**config.mk**
```make
export PLATFORM = sky130hd
export DESIGN_NAME = fsmc_nand_ctrl_flat
export DESIGN_NICKNAME = d
export VERILOG_FILES = /design/src/rtl/fsmc_nand_ctrl_if.sv /design/src/rtl/fsmc_nand_ctrl.sv /design/src/flat_wrapper.sv
export SDC_FILE = /design/constraint.sdc
export NUM_CORES = 1
export LEC_CHECK = 0
export CORE_ASPECT_RATIO = 1.75
export CORE_MARGIN = 2
export CORE_UTILIZATION = 46
export CTS_CLUSTER_SIZE = 14
export DETAILED_ROUTE_END_ITERATION = 6
export PLACE_DENSITY = 0.76
export SLEW_MARGIN = 20
export SYNTH_ARGS = -nofsm -noshare
export SYNTH_HDL_FRONTEND = slang
export SYNTH_SLANG_ARGS = --single-unit
```
**constraint.sdc**
```tcl
create_clock -name clk -period 4.06 [get_ports clk]
set_input_delay 0.812 -clock clk [delete_from_list [all_inputs] [get_ports clk]]
set_output_delay 0.812 -clock clk [all_outputs]
set_load 0.03 [all_outputs]
```
**src/rtl/fsmc_nand_ctrl_if.sv**
```systemverilog
// fsmc_nand_ctrl_if: FSMC NAND-style pins plus page buffer and backend handshake.
interface fsmc_nand_ctrl_if #(
    parameter int unsigned FSMC_WIDTH = 16,
    parameter int unsigned COL_W      = 4,
    parameter int unsigned ROW_W      = 16
);
    // Host-side FSMC pins
    logic                  CLE;
    logic                  ALE;
    logic                  NCE;
    logic                  NWE;
    logic                  NRE;
    logic [FSMC_WIDTH-1:0] data_in;
    logic [FSMC_WIDTH-1:0] data_out;
    logic                  data_oe;
    logic                  NWAIT;

    // Page buffer RAM port
    logic [COL_W-1:0]      buf_addr;
    logic [FSMC_WIDTH-1:0] buf_wdata;
    logic                  buf_we;
    logic [FSMC_WIDTH-1:0] buf_rdata;

    // Backend storage engine handshake
    logic [ROW_W-1:0]      row_addr;
    logic                  prog_req;
    logic                  load_req;
    logic                  op_ack;
    logic                  op_fail;

    // Environment side: host MCU, buffer RAM and backend
    modport master (
        output CLE, ALE, NCE, NWE, NRE, data_in, buf_rdata, op_ack, op_fail,
        input  data_out, data_oe, NWAIT, buf_addr, buf_wdata, buf_we,
               row_addr, prog_req, load_req
    );

    // Controller side
    modport slave (
        input  CLE, ALE, NCE, NWE, NRE, data_in, buf_rdata, op_ack, op_fail,
        output data_out, data_oe, NWAIT, buf_addr, buf_wdata, buf_we,
               row_addr, prog_req, load_req
    );
endinterface

```
**src/rtl/fsmc_nand_ctrl.sv**
```systemverilog
// fsmc_nand_ctrl: decodes the NAND-style FSMC bus, drives the page buffer and
// hands program/load requests to the backend, reporting busy through NWAIT.
module fsmc_nand_ctrl #(
    parameter int unsigned FSMC_WIDTH = 16,
    parameter int unsigned PAGE_WORDS = 16,
    parameter int unsigned COL_W      = 4,
    parameter int unsigned ROW_W      = 16
) (
    input logic             clk,
    input logic             reset,
    fsmc_nand_ctrl_if.slave bus
);

    localparam int unsigned PTR_LAST = PAGE_WORDS - 1;
    localparam int unsigned CTL_W    = 5;
    // {CLE, ALE, NCE, NWE, NRE} with the bus idle and the chip deselected
    localparam logic [CTL_W-1:0] CTL_IDLE = 5'b00111;

    localparam logic [7:0] CMD_READ    = 8'h00;
    localparam logic [7:0] CMD_PROG    = 8'h80;
    localparam logic [7:0] CMD_PROG_GO = 8'h10;
    localparam logic [7:0] CMD_READ_GO = 8'h30;
    localparam logic [7:0] CMD_STATUS  = 8'h70;
    localparam logic [7:0] CMD_RESET   = 8'hFF;

    typedef enum logic [3:0] {
        IDLE,
        P_ADDR,
        P_DATA,
        P_BUSY,
        R_ADDR,
        R_CONF,
        R_BUSY,
        R_DATA,
        STATUS
    } state_t;

    logic [CTL_W-1:0]      ctl_raw;
    logic [CTL_W-1:0]      ctl_s1;
    logic [CTL_W-1:0]      ctl_s2;
    logic [FSMC_WIDTH-1:0] din_s1;
    logic [FSMC_WIDTH-1:0] din_s2;
    logic                  nce_q;
    logic                  nwe_q;
    logic                  nre_q;

    logic cle_s;
    logic ale_s;
    logic nce_s;
    logic nwe_s;
    logic nre_s;
    logic we_ev;
    logic re_ev;
    logic nce_rise;
    logic cmd_cyc;
    logic adr_cyc;
    logic dat_cyc;
    logic busy_st;
    logic ready;
    logic [7:0]            cmd;
    logic [COL_W-1:0]      ptr_inc;
    logic [FSMC_WIDTH-1:0] status_word;

    state_t                state;
    state_t                prev_state;
    logic [COL_W-1:0]      ptr;
    logic                  col_done;
    logic                  ce_lost;
    logic [1:0]            rd_pipe;
    logic                  fail;
    logic                  nwait_q;
    logic [FSMC_WIDTH-1:0] data_out_q;
    logic                  buf_we_q;
    logic [COL_W-1:0]      buf_addr_q;
    logic [FSMC_WIDTH-1:0] buf_wdata_q;
    logic [ROW_W-1:0]      row_addr_q;
    logic                  prog_req_q;
    logic                  load_req_q;

    assign ctl_raw = {bus.CLE, bus.ALE, bus.NCE, bus.NWE, bus.NRE};
    assign {cle_s, ale_s, nce_s, nwe_s, nre_s} = ctl_s2;

    // Two-stage synchronizers; data shares the strobe latency so it stays aligned
    always_ff @(posedge clk or posedge reset) begin
        if (reset) begin
            ctl_s1 <= CTL_IDLE;
            ctl_s2 <= CTL_IDLE;
            din_s1 <= '0;
            din_s2 <= '0;
            nce_q  <= 1'b1;
            nwe_q  <= 1'b1;
            nre_q  <= 1'b1;
        end else begin
            ctl_s1 <= ctl_raw;
            ctl_s2 <= ctl_s1;
            din_s1 <= bus.data_in;
            din_s2 <= din_s1;
            nce_q  <= nce_s;
            nwe_q  <= nwe_s;
            nre_q  <= nre_s;
        end
    end

    // Strobe edge events, phase decode and helper values
    assign we_ev       = nwe_s & ~nwe_q & ~nce_s;
    assign re_ev       = nre_s & ~nre_q & ~nce_s;
    assign nce_rise    = nce_s & ~nce_q;
    assign cmd_cyc     = cle_s & ~ale_s;
    assign adr_cyc     = ale_s & ~cle_s;
    assign dat_cyc     = ~cle_s & ~ale_s;
    assign cmd         = din_s2[7:0];
    assign ptr_inc     = (ptr == COL_W'(PTR_LAST)) ? '0 : ptr + COL_W'(1);
    assign busy_st     = (state == P_BUSY) || (state == R_BUSY);
    assign ready       = ~(prog_req_q | load_req_q);
    assign status_word = FSMC_WIDTH'({8'h00, 1'b0, ready, 5'b00000, fail});

    // Main sequencer: bus phases, buffer access, backend handshake, registered outputs
    always_ff @(posedge clk or posedge reset) begin
        if (reset) begin
            state       <= IDLE;
            prev_state  <= IDLE;
            ptr         <= '0;
            col_done    <= 1'b0;
            ce_lost     <= 1'b0;
            rd_pipe     <= '0;
            fail        <= 1'b0;
            nwait_q     <= 1'b1;
            data_out_q  <= '0;
            buf_we_q    <= 1'b0;
            buf_addr_q  <= '0;
            buf_wdata_q <= '0;
            row_addr_q  <= '0;
            prog_req_q  <= 1'b0;
            load_req_q  <= 1'b0;
        end else begin
            buf_we_q <= 1'b0;
            rd_pipe  <= {rd_pipe[0], 1'b0};
            if (rd_pipe[1]) begin
                data_out_q <= bus.buf_rdata;
            end
            if (state == STATUS) begin
                data_out_q <= status_word;
            end

            if (busy_st) begin
                // Host commands are not accepted while the backend owns the page
                if (nce_rise) begin
                    ce_lost <= 1'b1;
                end
                if (bus.op_ack) begin
                    nwait_q    <= 1'b1;
                    prog_req_q <= 1'b0;
                    load_req_q <= 1'b0;
                    ce_lost    <= 1'b0;
                    if (state == P_BUSY) begin
                        fail  <= bus.op_fail;
                        state <= IDLE;
                    end else if (ce_lost || nce_rise) begin
                        state <= IDLE;
                    end else begin
                        state      <= R_DATA;
                        buf_addr_q <= ptr;
                        rd_pipe    <= 2'b01;
                    end
                end
            end else if (nce_rise) begin
                state <= IDLE;
            end else if (we_ev) begin
                if (cmd_cyc) begin
                    case (cmd)
                        CMD_PROG: begin
                            state    <= P_ADDR;
                            col_done <= 1'b0;
                        end
                        CMD_READ: begin
                            if (state == STATUS && prev_state == R_DATA) begin
                                // Resume the interrupted read stream at the current pointer
                                state      <= R_DATA;
                                buf_addr_q <= ptr;
                                rd_pipe    <= 2'b01;
                            end else begin
                                state    <= R_ADDR;
                                col_done <= 1'b0;
                            end
                        end
                        CMD_STATUS: begin
                            state <= STATUS;
                            if (state != STATUS) begin
                                prev_state <= state;
                            end
                        end
                        CMD_RESET: begin
                            state <= IDLE;
                            fail  <= 1'b0;
                        end
                        CMD_PROG_GO: begin
                            if (state == P_DATA) begin
                                state      <= P_BUSY;
                                prog_req_q <= 1'b1;
                                nwait_q    <= 1'b0;
                                ce_lost    <= 1'b0;
                            end else begin
                                state <= IDLE;
                            end
                        end
                        CMD_READ_GO: begin
                            if (state == R_CONF) begin
                                state      <= R_BUSY;
                                load_req_q <= 1'b1;
                                nwait_q    <= 1'b0;
                                ce_lost    <= 1'b0;
                            end else begin
                                state <= IDLE;
                            end
                        end
                        default: begin
                            state <= IDLE;
                        end
                    endcase
                end else if (adr_cyc) begin
                    if (state == P_ADDR || state == R_ADDR) begin
                        if (!col_done) begin
                            ptr      <= COL_W'(din_s2);
                            col_done <= 1'b1;
                        end else begin
                            row_addr_q <= ROW_W'(din_s2);
                            col_done   <= 1'b0;
                            state      <= (state == P_ADDR) ? P_DATA : R_CONF;
                        end
                    end
                end else if (dat_cyc && state == P_DATA) begin
                    buf_we_q    <= 1'b1;
                    buf_addr_q  <= ptr;
                    buf_wdata_q <= din_s2;
                    ptr         <= ptr_inc;
                end
            end else if (re_ev && state == R_DATA) begin
                ptr        <= ptr_inc;
                buf_addr_q <= ptr_inc;
                rd_pipe    <= 2'b01;
            end
        end
    end

    // Output enable follows the raw pins so the bus turns around without sync delay
    assign bus.data_oe   = ((state == R_DATA) || (state == STATUS)) & ~bus.NCE & ~bus.NRE;
    assign bus.data_out  = data_out_q;
    assign bus.NWAIT     = nwait_q;
    assign bus.buf_addr  = buf_addr_q;
    assign bus.buf_wdata = buf_wdata_q;
    assign bus.buf_we    = buf_we_q;
    assign bus.row_addr  = row_addr_q;
    assign bus.prog_req  = prog_req_q;
    assign bus.load_req  = load_req_q;

endmodule

```
**src/flat_wrapper.sv**
```systemverilog
// flat-port wrapper written by rule: the top's interface ports become plain ports
module fsmc_nand_ctrl_flat 
#(
    parameter int unsigned FSMC_WIDTH = 16,
    parameter int unsigned PAGE_WORDS = 16,
    parameter int unsigned COL_W      = 4,
    parameter int unsigned ROW_W      = 16
)
  (clk, reset, bus_CLE, bus_ALE, bus_NCE, bus_NWE, bus_NRE, bus_data_in, bus_buf_rdata, bus_op_ack, bus_op_fail, bus_data_out, bus_data_oe, bus_NWAIT, bus_buf_addr, bus_buf_wdata, bus_buf_we, bus_row_addr, bus_prog_req, bus_load_req);
  fsmc_nand_ctrl_if #(.FSMC_WIDTH(FSMC_WIDTH), .COL_W(COL_W), .ROW_W(ROW_W)) bus_i ();
  input logic clk;
  input logic reset;
  input wire logic [$bits(bus_i.CLE)-1:0] bus_CLE;
  input wire logic [$bits(bus_i.ALE)-1:0] bus_ALE;
  input wire logic [$bits(bus_i.NCE)-1:0] bus_NCE;
  input wire logic [$bits(bus_i.NWE)-1:0] bus_NWE;
  input wire logic [$bits(bus_i.NRE)-1:0] bus_NRE;
  input wire logic [$bits(bus_i.data_in)-1:0] bus_data_in;
  input wire logic [$bits(bus_i.buf_rdata)-1:0] bus_buf_rdata;
  input wire logic [$bits(bus_i.op_ack)-1:0] bus_op_ack;
  input wire logic [$bits(bus_i.op_fail)-1:0] bus_op_fail;
  output wire logic [$bits(bus_i.data_out)-1:0] bus_data_out;
  output wire logic [$bits(bus_i.data_oe)-1:0] bus_data_oe;
  output wire logic [$bits(bus_i.NWAIT)-1:0] bus_NWAIT;
  output wire logic [$bits(bus_i.buf_addr)-1:0] bus_buf_addr;
  output wire logic [$bits(bus_i.buf_wdata)-1:0] bus_buf_wdata;
  output wire logic [$bits(bus_i.buf_we)-1:0] bus_buf_we;
  output wire logic [$bits(bus_i.row_addr)-1:0] bus_row_addr;
  output wire logic [$bits(bus_i.prog_req)-1:0] bus_prog_req;
  output wire logic [$bits(bus_i.load_req)-1:0] bus_load_req;
  assign bus_i.CLE = bus_CLE;
  assign bus_i.ALE = bus_ALE;
  assign bus_i.NCE = bus_NCE;
  assign bus_i.NWE = bus_NWE;
  assign bus_i.NRE = bus_NRE;
  assign bus_i.data_in = bus_data_in;
  assign bus_i.buf_rdata = bus_buf_rdata;
  assign bus_i.op_ack = bus_op_ack;
  assign bus_i.op_fail = bus_op_fail;
  assign bus_data_out = bus_i.data_out;
  assign bus_data_oe = bus_i.data_oe;
  assign bus_NWAIT = bus_i.NWAIT;
  assign bus_buf_addr = bus_i.buf_addr;
  assign bus_buf_wdata = bus_i.buf_wdata;
  assign bus_buf_we = bus_i.buf_we;
  assign bus_row_addr = bus_i.row_addr;
  assign bus_prog_req = bus_i.prog_req;
  assign bus_load_req = bus_i.load_req;
  fsmc_nand_ctrl #(.FSMC_WIDTH(FSMC_WIDTH), .PAGE_WORDS(PAGE_WORDS), .COL_W(COL_W), .ROW_W(ROW_W)) u_core (.clk(clk), .reset(reset), .bus(bus_i));
endmodule
```
==> flow_metrics.py, run 1 <==
metrics = {
    "drt": {
        "viasPerCell": 5.39,
        "drt_iter0_markers": 181,
        "ant_nets": 0,
        "drc": 0,
        "drt-pass1-iter-count": 4,
        "vias": 3289,
        "routed_wl_um": 10500,
        "post_drt_wl_per_cell_um": 17.2,
    },
    "synth": {
        "avgSynthCellArea_um2": 13.2,
        "yosys-top-cells-area": "dfrtp_1 (56%), mux2_2 (8.7%), dfstp_2 (5.5%)",
        "ys.flop_type": "dfrtp_1",
        "synth_warnings": 0,
        "postSynthCellCount": 363,
        "ys_seq_area_frac": 0.619,
        "synthArstFlopShare": 1.00,
        "synth.cell_area_mm2": 0.00479,
        "synth_edf_count": 0,
        "ys_ff_latch": 118,
        "synth.top_cell.area_share": 0.564,
        "ys_types": 57,
        "synth_area_leader_cell": "dfrtp_1",
        "syn_nets": 408,
    },
    "layout": {
        "final_cell_mix": "dfrtp_1 (108), clkdlybuf4s50_1 (97), mux2_2 (37)",
        "final_area_mm2": 0.00646,
        "regArea_mm2": 0.00297,
        "layoutNonFillerInstCount": 610,
        "final_nets": 515,
        "syn_to_final_growth_pct": 35.0,
        "fillCellCount": 804,
        "diodes": 0,
        "mostFrequentLayoutCell": "dfrtp_1",
        "drive_above_1_share": 0.222,
        "multi_input_area_mm2": 0.00174,
    },
    "grt": {
        "grtUsageTotal": 0.205,
        "top_usage_layer": "met2",
        "grt_pass1_wl_um": 17200,
        "met1_usage": 0.227,
        "grt_overflow": 0,
        "antenna_found_initial": 0,
        "grt_max_degree": 71,
        "use_met2": 0.338,
        "grt_pass1_vias": 3437,
        "grt_util_met3": 0.0684,
    },
    "timing": {
        "period_minus_slack_ps": 3200,
        "setup_violations": 0,
        "tns_ps": 0,
        "max_freq_ghz": 0.312,
        "rsz0062_at_grt": "no",
        "final_hold_viol_count": 0,
        "slew_violations": 0,
        "fin_crit_sh": 0.789,
        "worstMarginPinSlew_ps": 945,
        "max_slew_margin": 0.369,
        "skew_ps": 8.19,
    },
    "clock_network": {
        "tritoncts": "done",
        "clock_tree.root_cell": "clkbuf_16",
        "clkSinkCount": 118,
        "post_cts_resized": 0,
        "cts_buffer_depth": 2,
        "cts_buffers": 17,
        "worstSkewPairLatency_ps": 410,
        "cts.htree.levels": 4,
        "hold_buffers": 0,
        "cts_setup_buffers": 0,
        "clk_pin_slew_ps": 60,
    },
    "setup_path": {
        "cp.required_ps": 3250,
        "worstPathArrival_ps": 2390,
        "endpoint_kind": "output pin",
        "crit_type": "reg2out",
        "crit_path_max_fanout": 15,
        "cp-start-kind": "flip-flop",
    },
    "floorplan": {
        "dieWidth_um": 81.1,
        "die-area_mm2": 0.0113,
        "die_h_um": 139,
        "rows": 49,
        "ios": 98,
        "core_area_mm2": 0.0102,
        "initial_core_util": 0.468,
    },
    "placed_design": {
        "dpl_cell_area_mm2": 0.00591,
        "dpl.hpwl_um": 7360,
        "place.gp.congestion": 0.856,
        "place_inst": 578,
        "io_buffers": 97,
    },
    "power": {
        "power_w": 0.00358,
        "p_per_area_mw_per_mm2": 553,
        "vdd_drop_max_uv": 417,
        "p_leak_nw": 2.78,
    },
    "flow_run": {
        "cap_violations": 0,
    },
    "min_path": {
        "hp-class": "reg2reg",
    },
    "outcome": {
        "status": "completed",
    },
}
==> metrics by stage <==
step / setup WS (ps) / utilization / hold WS (ps)
after floorplan: 135 / - / 331
after global placement: 1130 / 0.577 / 332
after detailed placement: 1120 / 0.577 / 335
after CTS: 839 / 0.631 / 349
after global routing: 705 / 0.631 / 352
final: 855 / 0.631 / 347
==> path summary, 6_finish.rpt <==
| check | from | to | cells past startpoint | slack [ps] |
|---|---|---|---|---|
| max in group asynchronous | reset | u_core.din_s2[2] | 3 | 2400 |
| min reg2reg | u_core.din_s1[15] | u_core.din_s2[15] | 0 | 350 |
| min in group asynchronous | reset | u_core.ctl_s1[4] | 2 | 930 |
| max | u_core.state[2] | bus_data_oe | 4 | 860 |
| min | u_core.din_s1[15] | u_core.din_s2[15] | 0 | 350 |
| max reg2reg | u_core.state[0] | u_core.ptr[1] | 5 | 1390 |
==> flip-flops by register name, summed over array words and instances, names as in the netlist, 2 cells and up <==
| register | count |
|---|---|
| u_core.bus.buf_addr | 4 |
| u_core.din_s1 | 16 |
| u_core.din_s2 | 16 |
| u_core.ctl_s2 | 5 |
| u_core.state | 4 |
| u_core.bus.data_out | 16 |
| u_core.bus.buf_wdata | 16 |
| u_core.ctl_s1 | 5 |
| u_core.prev_state | 4 |
| u_core.ptr | 4 |
| u_core.bus.row_addr | 16 |
| u_core.rd_pipe | 2 |
==> cell usage after synthesis (all sizes together) (7+ instances only) <==
| cell | n |
|---|---|
| dfrtp | 108 |
| mux2 | 47 |
| nor2 | 31 |
| o21ai | 19 |
| nand2 | 18 |
| mux2i | 16 |
| a21oi | 12 |
| dfstp | 10 |
| clkbuf | 9 |
| nor2b | 9 |
| nor3 | 9 |
| inv | 8 |
| nand2b | 7 |
==> per-layer routing <==
layer  routed length [µm]  vias to the layer above  part of all wire
met2                 5580                      105              0.53
met3                  620                       27             0.059
met5                    0                        -                 0
met1                 3980                     1642              0.38
met4                  344                        0             0.033
li1                     -                     1515                 -
==> critical path, cell delays in order, from the launching register on <==
cell and delay, ps:
dfrtp_1 640, nor2b_1 320, a31oi_1 150, nor3_1 180, clkdlybuf4s50_1 700
==> power by group <==
group / leakage (nW) / total [W] / switching, W / internal, W
clock network: 0.253 / 0.00138 / 0.000574 / 0.000808
registers: 1.47 / 0.00145 / 0.000128 / 0.00132
logic: 1.06 / 0.000742 / 0.000398 / 0.000344
==> logic make-up after synthesis <==
group           Yosys count  share of synthesized area
buf+inv                  21                     0.0191
compound gates           53                     0.0708
fa+ha+maj                 4                     0.0104
xor+xnor                  3                    0.00549
mux                      63                      0.152
flops                   118                      0.619
simple gates            101                      0.123
==> cell type report <==
cell class | count | share of cell area
clock buffers | 18 | 0.0679
flip-flops and latches | 118 | 0.459
multi-input cells | 224 | 0.269
clock inverters | 14 | 0.0178
well taps | 127 | 0.0246
inverters | 8 | 0.00503
repair buffers | 101 | 0.157
Note: power is estimated with default switching activity, not from simulation.
==> run 2, diff against run 1 <==
--- a/config.mk
+++ b/config.mk
@@ -7,10 +7,10 @@
 export LEC_CHECK = 0
 export CORE_ASPECT_RATIO = 1.75
 export CORE_MARGIN = 2
-export CORE_UTILIZATION = 46
+export CORE_UTILIZATION = 51
 export CTS_CLUSTER_SIZE = 14
 export DETAILED_ROUTE_END_ITERATION = 6
-export PLACE_DENSITY = 0.76
+export PLACE_DENSITY = 0.79
 export SLEW_MARGIN = 20
 export SYNTH_ARGS = -nofsm -noshare
 export SYNTH_HDL_FRONTEND = slang
==> constraint.sdc (replaced) <==
create_clock -name clk -period 3.4 [get_ports clk]
set_input_delay 0.68 -clock clk [delete_from_list [all_inputs] [get_ports clk]]
set_output_delay 0.68 -clock clk [all_outputs]
set_load 0.03 [all_outputs]
==> run 2 against run 1 <==
  * Cell count down 0.82%
  * Sequential cell count unchanged
  * Register-to-register slack worse by 450 ps
  * Core utilization up 9.3 points
  * Die area down 9.4%
  * Clock power up 44%
  * Count of clock-buffer cells in the layout up 1
  * Global-route usage up 2.5 points
  * Via count up 0.85%
  * Clock skew down 1.1 ps
  * Combinational power up 20%
  * Worst setup slack worse by 490 ps
==> flow_metrics.py, run 2 (same netlist as run 1, synthesis figures left out) <==
metrics = {
    "clock_network": {
        "tritoncts": "done",
        "cts_buffer_depth": 2,
        "cts_buffers": 17,
        "worstSkewPairLatency_ps": 410,
        "hold_buffers": 0,
        "cts.htree.levels": 4,
        "cts_setup_buffers": 0,
        "clk_pin_slew_ps": 60,
        "post_cts_resized": 0,
        "clock_tree.root_cell": "clkbuf_16",
        "clkSinkCount": 118,
    },
    "setup_path": {
        "cp.required_ps": 2720,
        "crit_path_max_fanout": 15,
        "cp-start-kind": "flip-flop",
        "crit_type": "reg2out",
        "max_stage_delay_ps": 700,
        "worstPathArrival_ps": 2350,
        "crit_chain": "nor2b_1, a31oi_1, nor3_1, clkdlybuf4s50_1",
        "endpoint_kind": "output pin",
        "critical_path.slowest_cell": "clkdlybuf4s50_1",
    },
    "layout": {
        "diodes": 0,
        "final_nets": 517,
        "syn_to_final_growth_pct": 37.5,
        "final_cell_mix": "dfrtp_1 (108), clkdlybuf4s50_1 (97), mux2_2 (37)",
        "drive_above_1_share": 0.225,
        "final_core_util": 0.724,
        "mostFrequentLayoutCell": "dfrtp_1",
    },
    "floorplan": {
        "initial_core_util": 0.527,
        "ios": 98,
        "core_area_mm2": 0.00909,
        "die-area_mm2": 0.0102,
        "rows": 46,
        "dieWidth_um": 77.3,
        "die_h_um": 132,
    },
    "grt": {
        "grt_pass1_vias": 3436,
        "grt_max_degree": 119,
        "grt_pass1_wl_um": 17900,
        "grt_overflow": 0,
        "antenna_found_initial": 0,
        "grtUsageTotal": 0.229,
    },
    "power": {
        "power_w": 0.00461,
        "p_leak_nw": 2.85,
        "vdd_drop_max_uv": 550,
        "p_per_area_mw_per_mm2": 700,
    },
    "timing": {
        "fin_crit_sh": 0.892,
        "setup_ws_ps": 367,
        "final_hold_viol_count": 0,
        "rsz0062_at_grt": "no",
        "skew_ps": 7.05,
        "max_slew_margin": 0.440,
        "tns_ps": 0,
        "setup_violations": 0,
        "max_freq_ghz": 0.330,
        "slew_violations": 0,
        "period_minus_slack_ps": 3030,
        "fin_hold_ws_ps": 346,
        "worstMarginPinSlew_ps": 839,
    },
    "drt": {
        "routed_wl_um": 10600,
        "vias": 3317,
        "drt-pass1-iter-count": 5,
        "ant_nets": 0,
        "drc": 0,
        "post_drt_wl_per_cell_um": 17.5,
        "viasPerCell": 5.48,
        "drt_iter0_markers": 192,
    },
    "placed_design": {
        "pre_cts_ws_ps": 725,
        "io_buffers": 97,
        "place.gp.congestion": 0.921,
        "dpl.hpwl_um": 7330,
    },
    "flow_run": {
        "cap_violations": 0,
    },
    "min_path": {
        "hp-class": "reg2reg",
    },
    "outcome": {
        "status": "completed",
    },
}
run 2: cell type report:
class	instances	area, µm²
flip-flops and latches	118	2970
fillers	666	2510
multi-input cells	224	1740
repair buffers	103	1030
clock buffers	19	453
clock inverters	13	218
well taps	120	150
inverters	8	33.8
run 2: metrics by stage:
step	instances	instance area, µm²
after CTS	605	6590
after detailed placement	573	5920
after floorplan	363	4790
final	605	6590
after global placement	573	5920
after global routing	605	6590
run 2: worst max-delay path: cells and delay by family, from the launching register on:
kind / cells / cell delay [ps]
flops: 1 / 640
buf+inv: 1 / 700
compound gates: 1 / 130
simple gates: 2 / 470
run 2: where the power goes:
| group | total, W | switching, W | internal, W |
|---|---|---|---|
| Sequential | 0.00173 | 0.000147 | 0.00158 |
| Clock | 0.00199 | 0.000642 | 0.00135 |
| Combinational | 0.000890 | 0.000479 | 0.000411 |
run 2: worst paths after layout:
check	slack, ps	endpoint	startpoint	depth (start not counted)
max	370	bus_data_oe	u_core.state[2]	4
min	350	u_core.din_s2[5]	u_core.din_s1[5]	0
max reg2reg	940	u_core.ptr[1]	u_core.state[0]	5
min reg2reg	350	u_core.din_s2[5]	u_core.din_s1[5]	0
max in group asynchronous	2150	u_core.bus.data_out[10]	reset	3
min in group asynchronous	770	u_core.bus.row_addr[8]	reset	3
run 2: metal layers:
layer | part of all wire | vias up | wire (µm) | global-route usage
met2 | 0.54 | 130 | 5670 | 0.390
met4 | 0.034 | 0 | 355 | 0.117
li1 | - | 1520 | - | -
met3 | 0.061 | 33 | 645 | 0.0705
met1 | 0.37 | 1634 | 3920 | 0.256
met5 | 0 | - | 0 | 0
==> run 3, diff against run 2 <==
--- a/config.mk
+++ b/config.mk
@@ -11,7 +11,6 @@
 export CTS_CLUSTER_SIZE = 14
 export DETAILED_ROUTE_END_ITERATION = 6
 export PLACE_DENSITY = 0.79
-export SLEW_MARGIN = 20
 export SYNTH_ARGS = -nofsm -noshare
 export SYNTH_HDL_FRONTEND = slang
 export SYNTH_SLANG_ARGS = --single-unit
==> results of run 3 <==
Final layout, timing and power as in run 2 (identical DEF).
==> patch 1 (flow settings as in run 3) <==
Make the reset (`reset`) synchronous in 2 clocked blocks.
--- a/src/rtl/fsmc_nand_ctrl.sv
+++ b/src/rtl/fsmc_nand_ctrl.sv
@@ -81,7 +81,7 @@
     assign {cle_s, ale_s, nce_s, nwe_s, nre_s} = ctl_s2;
 
     // Two-stage synchronizers; data shares the strobe latency so it stays aligned
-    always_ff @(posedge clk or posedge reset) begin
+    always_ff @(posedge clk) begin
         if (reset) begin
             ctl_s1 <= CTL_IDLE;
             ctl_s2 <= CTL_IDLE;
@@ -115,7 +115,7 @@
     assign status_word = FSMC_WIDTH'({8'h00, 1'b0, ready, 5'b00000, fail});
 
     // Main sequencer: bus phases, buffer access, backend handshake, registered outputs
-    always_ff @(posedge clk or posedge reset) begin
+    always_ff @(posedge clk) begin
         if (reset) begin
             state       <= IDLE;
             prev_state  <= IDLE;
Behaviour: not the same (Yosys sat finds a counterexample within 10 cycles, from zero or initial values and one cycle with reset high; the reset may be asserted at any time).
==> patch 1 against run 3 <==
First-iteration DRC count decreased by 7.8%. Wire length increased by 7.2%. Area after synthesis decreased by 5.6%. Core utilization decreased by 1.7 points. Clock skew increased by 0.59 ps. Worst hold slack improved by 63 ps. Design area decreased by 6.8%. Sequential cell count unchanged. Register-to-register slack got worse by 30 ps. Worst setup slack got worse by 180 ps. Critical endpoint unchanged. Highest routed layer unchanged.
Power is not compared: it rests on default switching activity, and its combinational part moved more than twofold at a synthesized area within 25%.
==> patch 1: results (changes against run 3) <==
- The count of routing violations after the opening detailed-route iteration is 177 (was 192).
- The transition time at the pin with the least slew margin was 966 ps (was 839 ps).
- The data arrival time of the worst path came to 2530 ps (was 2350 ps).
- The setup slack of the worst register-to-register path is 910 ps (was 940 ps).
- The maximum net fanout on the critical path is 12 (was 15).
- The proportion of layout cells with a drive suffix above 1 is 11.0% (was 22.5%).
- The capture instance of the worst register-to-register path is u_core.state[1]$_SDFFE_PP0P_ (was u_core.ptr[1]$_DFFE_PP0P_).
- The total via count in the routed design was 3805 (was 3317).
- The number of global-route vias before repair is 3862 (was 3436).
- The fill cell instance count of the final layout is 704 (was 666).
- The fraction of synthesis flops using an asynchronous set or reset pin is 0% (was 100%).
- The largest stage delay on the critical path is 720 ps (was 700 ps).
- The detailed placement HPWL is 7800 um (was 7330 um).
- The start point of the worst hold path is u_core.ctl_s1[1]$_SDFF_PP1_ (was u_core.din_s1[5]$_DFF_PP0_).
- Synth top area cells: sky130_fd_sc_hd__dfxtp_1 (52%), sky130_fd_sc_hd__nand2_1 (6.8%), sky130_fd_sc_hd__mux2i_1 (6.0%) (was sky130_fd_sc_hd__dfrtp_1 (56%), sky130_fd_sc_hd__mux2_2 (8.7%), sky130_fd_sc_hd__dfstp_2 (5.5%)).
- The worst setup path startpoint is u_core.state[0]$_SDFFE_PP0P_ (was u_core.state[2]$_DFFE_PP0P_).
- The depth of the worst register-to-register path is 6 (was 5).
- The kind of cell adding the most delay to the critical path is simple AND/OR/NAND/NOR gates (was buffers and inverters).
- The largest net degree at the start of global routing came to 102 (was 119).
- The count of unique library cells instantiated by Yosys was 59 (was 57).
- The post-route clock skew is 7.64 ps (was 7.05 ps).
- The end point of the most critical hold path is u_core.ctl_s2[1]$_SDFF_PP1_ (was u_core.din_s2[5]$_DFF_PP0_).
- The post-synth net total is 529 (was 408).
- The sequential share of the synthesized area is 52.3% (was 61.9%).
- Outcome: complete, no violations (unchanged).
- Commonest cells in the synthesized netlist: sky130_fd_sc_hd__dfxtp_1 (118), sky130_fd_sc_hd__nand2_1 (82), sky130_fd_sc_hd__a21oi_1 (44), sky130_fd_sc_hd__nor2_1 (42), sky130_fd_sc_hd__nor2b_1 (40) (was sky130_fd_sc_hd__dfrtp_1 (108), sky130_fd_sc_hd__mux2_2 (37), sky130_fd_sc_hd__nor2_1 (30), sky130_fd_sc_hd__o21ai_0 (19), sky130_fd_sc_hd__nand2_1 (17)).
## patch 1: layout make-up
| class | instances | share of cell area, % |
|---|---|---|
| flip-flops and latches | 118 | 38.5 |
| clock buffers | 22 | 7.73 |
| repair buffers | 103 | 16.5 |
| well taps | 117 | 2.39 |
| clock inverters | 8 | 1.63 |
| inverters | 5 | 0.306 |
| multi-input cells | 337 | 33.0 |
## patch 1: cells by family after synthesis
kind of cell / synth area share (%)
AND/OR/NAND/NOR: 25.4
flip-flops: 52.3
AO/OA/AOI/OAI: 11.5
buffers and inverters: 2.93
multiplexers: 6.98
XOR/XNOR: 0.582
adder cells (fa/ha/maj): 0.277
## patch 1: through the flow
| step | util (%) | hold slack, ps | cells | cell area [um^2] | worst slack [ps] |
|---|---|---|---|---|---|
| after global routing | 70.8 | 422 | 710 | 6140 | 80.3 |
| after detailed placement | 64.2 | 396 | 680 | 5560 | 600 |
| after CTS | 70.8 | 414 | 710 | 6140 | 168 |
| after global placement | 64.2 | 399 | 680 | 5560 | 660 |
| final | 70.8 | 409 | 710 | 6140 | 190 |
| after floorplan | - | 389 | 487 | 4520 | 945 |
## patch 1: per-layer routing
| metal | part of all wire (%) | global-route usage (%) |
|---|---|---|
| met1 | 37 | 24.3 |
| met2 | 56 | 45.3 |
| met3 | 4.3 | 6.89 |
| met4 | 3.3 | 13.4 |
| met5 | 0 | 0 |
## patch 1: worst register-to-register path, delay by kind of cell (launching register included)
family,cells,cell delay (ps)
simple gates,4,1480
flops,1,520
compound gates,2,440
## patch 1: power groups by stage
stage	Clock, mW	Combinational [mW]	Sequential [mW]
global placement	0	0.132	1.46
global route	1.80	0.148	1.43
finish	1.71	0.135	1.43
detailed placement	0	0.134	1.46
CTS	1.73	0.136	1.43
floorplan	0	0.0764	1.45
==> patch 2 (flow settings as in run 3) <==
Made on the original files. `FSMC_WIDTH` is set to 16 in 3 places; all go to 32.
--- a/src/rtl/fsmc_nand_ctrl_if.sv
+++ b/src/rtl/fsmc_nand_ctrl_if.sv
@@ -1,6 +1,6 @@
 // fsmc_nand_ctrl_if: FSMC NAND-style pins plus page buffer and backend handshake.
 interface fsmc_nand_ctrl_if #(
-    parameter int unsigned FSMC_WIDTH = 16,
+    parameter int unsigned FSMC_WIDTH = 32,
     parameter int unsigned COL_W      = 4,
     parameter int unsigned ROW_W      = 16
 );
--- a/src/rtl/fsmc_nand_ctrl.sv
+++ b/src/rtl/fsmc_nand_ctrl.sv
@@ -1,7 +1,7 @@
 // fsmc_nand_ctrl: decodes the NAND-style FSMC bus, drives the page buffer and
 // hands program/load requests to the backend, reporting busy through NWAIT.
 module fsmc_nand_ctrl #(
-    parameter int unsigned FSMC_WIDTH = 16,
+    parameter int unsigned FSMC_WIDTH = 32,
     parameter int unsigned PAGE_WORDS = 16,
     parameter int unsigned COL_W      = 4,
     parameter int unsigned ROW_W      = 16
--- a/src/flat_wrapper.sv
+++ b/src/flat_wrapper.sv
@@ -1,7 +1,7 @@
 // flat-port wrapper written by rule: the top's interface ports become plain ports
 module fsmc_nand_ctrl_flat 
 #(
-    parameter int unsigned FSMC_WIDTH = 16,
+    parameter int unsigned FSMC_WIDTH = 32,
     parameter int unsigned PAGE_WORDS = 16,
     parameter int unsigned COL_W      = 4,
     parameter int unsigned ROW_W      = 16
Interface: changed (resized bus_buf_rdata, bus_buf_wdata, bus_data_in and bus_data_out); port bits go from 98 to 162. The function was not compared with the original's and may differ.
==> patch 2 against run 3 <==
Largest power group is now registers. Wire length grew 39%. Critical endpoint unchanged. Design area is 42% higher. Sequential cell count increased by 64. Total power increased by 63%. Worst hold slack better by 3.7 ps. Critical path type unchanged. Cell count increased by 37%. Area after synthesis is 45% higher. Clock skew grew 7.1 ps. Count of clock-buffer cells in the layout is 2 lower. Worst setup slack worse by 41 ps. Register-to-register slack worse by 20 ps. Via count up 32%.
==> patch 2: results (changes against run 3) <==
- Outcome: complete, no violations (unchanged).
- The area taken by flip-flops and latches came to 4570 um^2 (was 2970 um^2).
- The number of non-filler instances in the completed layout was 831 (was 605).
- The total via count in the routed design is 4381 (was 3317).
- The end point of the most critical hold path is u_core.din_s2[7]$_DFF_PP0_ (was u_core.din_s2[5]$_DFF_PP0_).
- The aggregate global-route resource usage is 21.1% (was 22.9%).
- The capture instance of the worst register-to-register path is u_core.bus.buf_wdata[2]$_DFFE_PP0P_ (was u_core.ptr[1]$_DFFE_PP0P_).
- The count of unique library cells instantiated by Yosys is 66 (was 57).
- The fraction of standard cell area in multi-input logic is 23.7% (was 26.4%).
- The detailed placement HPWL is 10600 um (was 7330 um).
- The global-route wire length before repair is 23800 um (was 17900 um).
- Commonest cells in the synthesized netlist: sky130_fd_sc_hd__dfrtp_1 (172), sky130_fd_sc_hd__nor2_1 (42), sky130_fd_sc_hd__mux2i_1 (33), sky130_fd_sc_hd__mux2_4 (31), sky130_fd_sc_hd__mux2_2 (28) (was sky130_fd_sc_hd__dfrtp_1 (108), sky130_fd_sc_hd__mux2_2 (37), sky130_fd_sc_hd__nor2_1 (30), sky130_fd_sc_hd__o21ai_0 (19), sky130_fd_sc_hd__nand2_1 (17)).
- The number of signal-net inverters in the final layout was 9 (was 8).
- The largest net degree at the start of global routing is 58 (was 119).
- The instance count after placement with tap cells included is 799 (was 573).
- The cell leakage power is 4.14 nW (was 2.85 nW).
- The worst supply voltage drop on vdd was 0.466 mV (was 0.550 mV).
- Synth top area cells: sky130_fd_sc_hd__dfrtp_1 (62%), sky130_fd_sc_hd__mux2_4 (6.7%), sky130_fd_sc_hd__mux2i_1 (4.8%) (was sky130_fd_sc_hd__dfrtp_1 (56%), sky130_fd_sc_hd__mux2_2 (8.7%), sky130_fd_sc_hd__dfstp_2 (5.5%)).
- The number of multi-input logic gates is 262 (was 224).
- The weighted congestion at the end of routability-driven global placement is 0.876 (was 0.921).
- The sequential share of the synthesized area was 65.9% (was 61.9%).
- The routed wire length was 14700 um (was 10600 um).
- The wire length on met3 is 638 um (was 645 um).
- The number of buffers other than clock buffers in the final layout is 172 (was 103).
- The post-synthesis area per instance is 14.7 um^2 (was 13.2 um^2).
- The fill cell instance count of the final layout is 917 (was 666).
- The post-route clock skew is 14.2 ps (was 7.05 ps).
- The worst hold slack came to 350 ps (was 346 ps).
- The maximum net fanout on the critical path is 7 (was 15).
- The number of nets in the layout is 721 (was 517).
patch 2: changes by cell type after synthesis, sizes merged, moves of 3 or more:
cell and delta:
nor2 +11, mux2i +17, nand4bb -3, a21oi -3
o21ai -9, dfrtp +64, nor2b -7, buf +6
or3 +4, nor4 +6, nand3 +4, mux2 +17
nand4b +3, nor3 -4
patch 2: logic make-up after synthesis:
logic type	Yosys count	share of synthesized area, %
DFF	182	65.9
and+or+nand+nor	116	9.57
muxes	97	16.8
AOI/OAI and AO/OA	42	4.33
buffers and inverters	28	2.13
adders and majority gates	4	0.722
xor gates and xnor gates	3	0.488
patch 2: power by group:
| part | total [mW] | internal [mW] | switching (mW) | leakage [nW] |
|---|---|---|---|---|
| logic | 2.62 | 1.17 | 1.44 | 1.61 |
| registers | 2.92 | 2.63 | 0.294 | 2.23 |
| clock network | 1.96 | 1.01 | 0.953 | 0.294 |
